[src/rtl/bin_to_bcd_seq_ctrl.sv]
// Sequential binary-to-BCD converter: one shift-and-add-3 iteration per clock,
// with valid/ready handshakes towards the binary producer and the BCD consumer.
module bin_to_bcd_seq_ctrl #(
  parameter int WIDTH  = 16,
  parameter int DIGITS = 5,
  parameter int CNT_W  = 5
) (
  input  logic                  clk,
  input  logic                  rst_n,
  input  logic                  in_valid,
  output logic                  in_ready,
  input  logic [WIDTH-1:0]      in_data,
  output logic                  out_valid,
  input  logic                  out_ready,
  output logic [4*DIGITS-1:0]   out_bcd,
  output logic                  busy
);

  // Handshake: a transfer happens on a rising edge where valid and ready are
  // both 1. in_ready/out_valid depend only on state, never on in_valid or
  // out_ready, so there is no combinational path between the two sides.
  typedef enum logic [1:0] {
    IDLE = 2'd0,
    CONV = 2'd1,
    DONE = 2'd2
  } state_t;

  localparam logic [CNT_W-1:0] CNT_INIT = CNT_W'(WIDTH);
  localparam logic [CNT_W-1:0] CNT_LAST = CNT_W'(1);

  state_t                state;
  logic [WIDTH-1:0]      bin_q;
  logic [4*DIGITS-1:0]   acc_q;
  logic [4*DIGITS-1:0]   acc_adj;
  logic [4*DIGITS-1:0]   acc_next;
  logic [CNT_W-1:0]      cnt_q;

  // Per-digit add-3 with no carry between digits; a digit >= 5 doubles past 9.
  always_comb begin
    acc_adj = acc_q;
    for (int d = 0; d < DIGITS; d++) begin
      if (acc_q[4*d +: 4] >= 4'd5) begin
        acc_adj[4*d +: 4] = acc_q[4*d +: 4] + 4'd3;
      end
    end
  end

  // Whatever leaves the top digit is dropped, which yields value mod 10^DIGITS.
  assign acc_next = {acc_adj[4*DIGITS-2:0], bin_q[WIDTH-1]};

  always_ff @(posedge clk) begin
    if (!rst_n) begin
      state   <= IDLE;
      bin_q   <= '0;
      acc_q   <= '0;
      cnt_q   <= '0;
      out_bcd <= '0;
    end else begin
      case (state)
        IDLE: begin
          if (in_valid) begin
            bin_q <= in_data;
            acc_q <= '0;
            cnt_q <= CNT_INIT;
            state <= CONV;
          end
        end
        CONV: begin
          acc_q <= acc_next;
          bin_q <= {bin_q[WIDTH-2:0], 1'b0};
          cnt_q <= cnt_q - CNT_LAST;
          if (cnt_q == CNT_LAST) begin
            out_bcd <= acc_next;
            state   <= DONE;
          end
        end
        DONE: begin
          if (out_ready) begin
            state <= IDLE;
          end
        end
        default: state <= IDLE;
      endcase
    end
  end

  assign in_ready  = (state == IDLE);
  assign busy      = (state == CONV);
  assign out_valid = (state == DONE);

endmodule

[config.mk]
export PLATFORM = sky130hd
export DESIGN_NAME = bin_to_bcd_seq_ctrl
export DESIGN_NICKNAME = d
export VERILOG_FILES = /design/src/rtl/bin_to_bcd_seq_ctrl.sv
export SDC_FILE = /design/constraint.sdc
export NUM_CORES = 1
export LEC_CHECK = 0
export CORE_MARGIN = 1
export CORE_UTILIZATION = 45
export DETAILED_ROUTE_END_ITERATION = 7
export PLACE_DENSITY = 0.68
export SYNTH_ARGS = -nofsm -noshare
export SYNTH_HDL_FRONTEND = slang
export SYNTH_SLANG_ARGS = --single-unit
export TNS_END_PERCENT = 20
[constraint.sdc]
create_clock -name clk -period 1.7 [get_ports clk]
set_input_delay 0.34 -clock clk [delete_from_list [all_inputs] [get_ports clk]]
set_output_delay 0.34 -clock clk [all_outputs]
set_load 0.02 [all_outputs]
# Word-level counts from Yosys, hierarchy flattened
# Index checks and enable logic that the tools add are counted.
# op_classes
order_cmp	5
add_sub_neg	6
reduce_logical	5
n_eq_ne	6
n_mux	15
# ops
op	count
$pmux W20 S2	1
$pmux W16 S2	1
$ge A4 B3 Y1 const B	5
$mux W20	1
$add A4 B2 Y4 const B	4
$mux W16	1
$mux W4	4
$pmux W5 S2	1
$mux W2	3
$pmux W2 S3	1
$eq A5 B1 Y1 const B	1
$mux W5	1
$sub A5 B1 Y5 const B	1
$ne A2 B1 Y1 const B	2
$reduce_and A2 Y1	2
$add A3 B2 Y3 const B	1
$mux W3	1
$reduce_and A3 Y1	1
$eq A2 B1 Y1 const B	1
$eq A2 B2 Y1 const B	1
$logic_not A2 Y1	1
$ne A2 B2 Y1 const B	1
$reduce_bool A2 Y1	1
# totals
input_bits	20
ff_bits	63
output_inout_bits	23

# Longest topological paths before layout
# Gate-level depths: netlist of run 1.
# logic_depth
depth_word	3
depth_mapped	8
depth_no_buf	6

# Worst setup path after synthesis of run 1
# OpenSTA, ideal clock, no wires.
# synth_path
path_kind	register to output
start	reg state[1]
end	out out_valid
path_stages_with_launch	5
t_required_ns	1.360
n_path_buf	2
arrival_ns	1.177
slack_ns	0.183
cell_sequence	dfxtp_1 > buf_2 > clkinv_1 > buf_2 > nor2_1
# synth_between
elab_chain_cells	1
# synth_rtl
item	line	rtl
from (decl)	31	state_t state;
from (signal assigned)	53	state <= IDLE;
from (signal assigned)	65	state <= CONV;
from (signal assigned)	74	state <= DONE;
$eq A2 B2 Y1	89	assign out_valid = (state == DONE);
to (decl)	13	output logic out_valid,
# No other way between the ends.

# Worst setup path in the final report of run 1
# layout_path
start	reg acc_q[8]
end	reg out_bcd[10]
# layout_between
elab_chain_cells	2
# layout_rtl
item	line	rtl
from (decl)	33	logic [4*DIGITS-1:0] acc_q;
from (signal assigned)	69	acc_q <= acc_next;
$add A4 B2 Y4 / $ge A4 B3 Y1 (equally long branches)	43, 42	
$mux W4 (*)	42	if (acc_q[4*d +: 4] >= 4'd5) begin
to (signal assigned)	73	out_bcd <= acc_next;
to (decl)	15	output logic [4*DIGITS-1:0] out_bcd,
# Every way passes the cells marked *; elsewhere a longest branch is shown, timed or not.
# A chain may end at the register's enable or synchronous reset.

==> results of run 1 <==
[sequential cells by signal, summed over array words and instances (netlist names)]
| name | flops |
|---|---|
| out_bcd | 20 |
| state | 2 |
| cnt_q | 5 |
| bin_q | 16 |
| acc_q | 20 |
[worst paths after layout]
kind                from           to  slack (ps)  cells after the start
min          out_bcd[14]  out_bcd[14]         470                      2
max             acc_q[8]  out_bcd[10]          50                      6
min reg2reg  out_bcd[14]  out_bcd[14]         470                      2
max reg2reg     acc_q[8]  out_bcd[10]          50                      6
[cell usage after synthesis, types with 4 or more instances]
cell type / n / area share [%]
o221ai_1: 14 / 4.1
inv_1: 14 / 1.7
nor2b_1: 4 / 0.83
buf_2: 8 / 1.3
o211a_1: 6 / 2.0
mux2_2: 5 / 1.9
ha_1: 12 / 5.0
nor3_1: 7 / 1.2
a21oi_2: 4 / 1.2
a21boi_0: 6 / 1.5
o22ai_1: 14 / 2.9
nand2_1: 50 / 6.2
nor2_1: 19 / 2.4
xnor2_1: 5 / 1.5
clkbuf_1: 10 / 1.2
nand3_1: 8 / 1.3
o21ai_0: 40 / 6.6
dfxtp_1: 63 / 42
nor3b_1: 9 / 2.2
a21oi_1: 32 / 5.3
nand2b_1: 5 / 1.0
[routing by layer]
metal  vias to the layer above  wire, um  track usage, %
li1                       1363         -               -
met1                      1274      3400            26.6
met2                        55      3100            29.6
met3                         5       366            6.03
met4                         0        63            6.58
met5                         -         0               0
[through the flow]
stage	cell area [sq um]	utilization [%]	setup WS [ps]	power, mW
3_3_place_gp	3500	54.5	26.5	2.03
3_5_place_dp	3500	54.5	-33.9	2.04
5_1_grt	3760	58.6	-2.68	3.48
6_report	3760	58.6	49.4	3.31
4_1_cts	3690	57.5	26.9	3.33
2_1_floorplan	3010	-	183	1.89
[kinds of logic (layout without fill, tap and decap cells)]
group                      Yosys count  in the layout  synth area share, %
adders and majority gates           12             12                 4.99
muxes                                6              6                 2.20
buffers and inverters               38             89                 6.48
DFF                                 63             63                 41.9
AOI/OAI and AO/OA                  124            124                 25.5
and+or+nand+nor                    110            110                 17.5
xor gates and xnor gates             5              5                 1.45
[worst min-delay path: cells and delay by family (launching register included)]
kind               cells  cell delay (ps)
and+or+nand+nor        1               50
AOI/OAI and AO/OA      1               60
DFF                    1              310
[layout make-up]
| cell class | instances | area share, % |
|---|---|---|
| multi-input cells | 257 | 42.2 |
| flip-flops and latches | 63 | 33.6 |
| repair buffers | 57 | 14.8 |
| clock buffers | 10 | 3.66 |
| well taps | 77 | 2.56 |
| clock inverters | 6 | 1.60 |
| inverters | 16 | 1.60 |
[power by group]
group | internal, mW | leakage, nW | switching, mW
sequential | 1.54 | 0.513 | 0.0552
clock | 0.709 | 0.0981 | 0.585
combinational | 0.194 | 0.817 | 0.224
total | 2.45 | 1.43 | 0.864
[timing repair]
item | CTS | global route
endpoints found under the setup margin | 3 | 19
resized for setup | 4 | 11
pin swaps | 0 | 1
buffers inserted | 0 | 1
gates cloned | 0 | 1
==> summary.txt, run 1 <==
Place
  – Detailed Place HPWL: approximately 4400 um
  – Placer Congestion: roughly 0.78
  – Placed Cells: 468
  – I/O Buffers: 42

Routing
  – DRT iter0 DRCs: 154
  – DRT antenna net count: 0
  – Post-DR wirelength/cell: ~14 um
  – Via density: ~5.5
  – Pre-antenna DRT Iters: 7
  – Final wirelength: about 6900 um
  – Residual DRC count: 4
  – Via count: 2697

Synth
  – Syn nets: 390
  – Distinct cells, synth: 38
  – Post-Syn Area: approximately 3000 sq um
  – Yosys warning count: 0
  – Mapped Avg Cell Area: 8.41 sq um
  – Fraction of registers with async set/reset: 0%
  – Main synth FF type: dfxtp_1
  – Post-synth EDFFs: 0
  – Seq/Total Area, Yosys: approximately two fifths
  – Mapped Cells: around 360
  – Register bit total from synthesis: 63

Timing
  – Worst slew pin tran: roughly 560 ps
  – Max frequency: between 600 and 700 MHz
  – Setup Skew: ~8.0 ps
  – Slew Viols, Final: 0
  – Hold slack final: about 470 ps
  – Final Hold Fails: 0
  – Rel. slew slack: 62.8%
  – Final setup TNS: 0 ps
  – Final worst path period share: between 90 and 100%
  – Post-route minimum period: 1650 ps
  – Final setup viols: 0

Die
  – Die height: between 80 and 90 um
  – Starting Density: between 40% and 50%
  – Core area: around 6400 sq um
  – Num rows: 29
  – Die area: between 7000 and 8000 sq um
  – Die X-Extent: between 80 and 90 um
  – IO Count: 43

Clocking
  – CTS Sinks: 63
  – CTS Root Cell: clkbuf_8
  – Post-cts hold buffer count: 0
  – CTS tree: yes
  – CTS max path bufs: 2
  – Number of buffers created by CTS: 9
  – CTS H-Tree Depth: 3
  – Worst skew pair latency: approximately 330 ps
  – Reg clk slew, reported paths: approximately 70 ps

Layout
  – Non-Filler Instances: 486
  – Multi-input logic area: 1590 sq um
  – Commonest non-fill, non-tap cells in the layout: dfxtp_1 (62), nand2_1 (50), o21ai_0 (40)
  – Share of cells above drive strength 1: a little over an eighth
  – Commonest non-fill, non-tap cell in the layout: dfxtp_1
  – # fillers: approximately 560
  – Antenna cells: 0
  – Area delta synth->final: 24.9%
  – Register area: 1260 sq um
  – Nets: 436

GRT
  – First-pass GRT wire length: between 10000 and 15000 um
  – GRT overflow: 0
  – Total Routing Usage GR: about a fifth
  – Largest net degree at the start of global routing: 34
  – Vias in the first global route: approximately 2300
  – Initial antenna violation count: 0

Pwr
  – Worst vdd ir: between 0.5 and 0.6 mV
  – Leakage: between 1 and 1.5 nW
  – Pwr per Cell Area: approximately 880 nW/um^2

Setup path
  – CP Buf/Inv Count: 1
  – CP Class: reg2reg
  – WP data arrival: between 1500 and 2000 ps
  – Crit end category: register
  – Peak per-stage delay on the critical path: ~370 ps
  – Family with the most delay on the worst path: multiplexers
  – Critical path fanouts, max: 5
  – Max stage delay cell, worst path: mux2_2
  – Critical-path cell list: inv_1, ha_1, nand2b_1, a21oi_2, mux2_2, o22ai_1
  – Worst Path Required: a little under 2000 ps
  – Startpoint Class: register

Run status
  – Status: finished, violations left
  – Violated checks: design-rule violations

Job
  – Maxcap violations: 0

Hold path
  – Worst Hold Class: reg2reg
No activity file was read; power rests on OpenSTA's default activity.
==> run 2: changes to the inputs <==
--- a/config.mk
+++ b/config.mk
@@ -7,8 +7,10 @@
 export LEC_CHECK = 0
 export CORE_MARGIN = 1
 export CORE_UTILIZATION = 45
+export CTS_CLUSTER_DIAMETER = 200
 export DETAILED_ROUTE_END_ITERATION = 7
 export PLACE_DENSITY = 0.68
+export SLEW_MARGIN = 10
 export SYNTH_ARGS = -nofsm -noshare
 export SYNTH_HDL_FRONTEND = slang
 export SYNTH_SLANG_ARGS = --single-unit
==> results of run 2 <==
The final DEF is identical to that of run 1; final timing and power are the same.
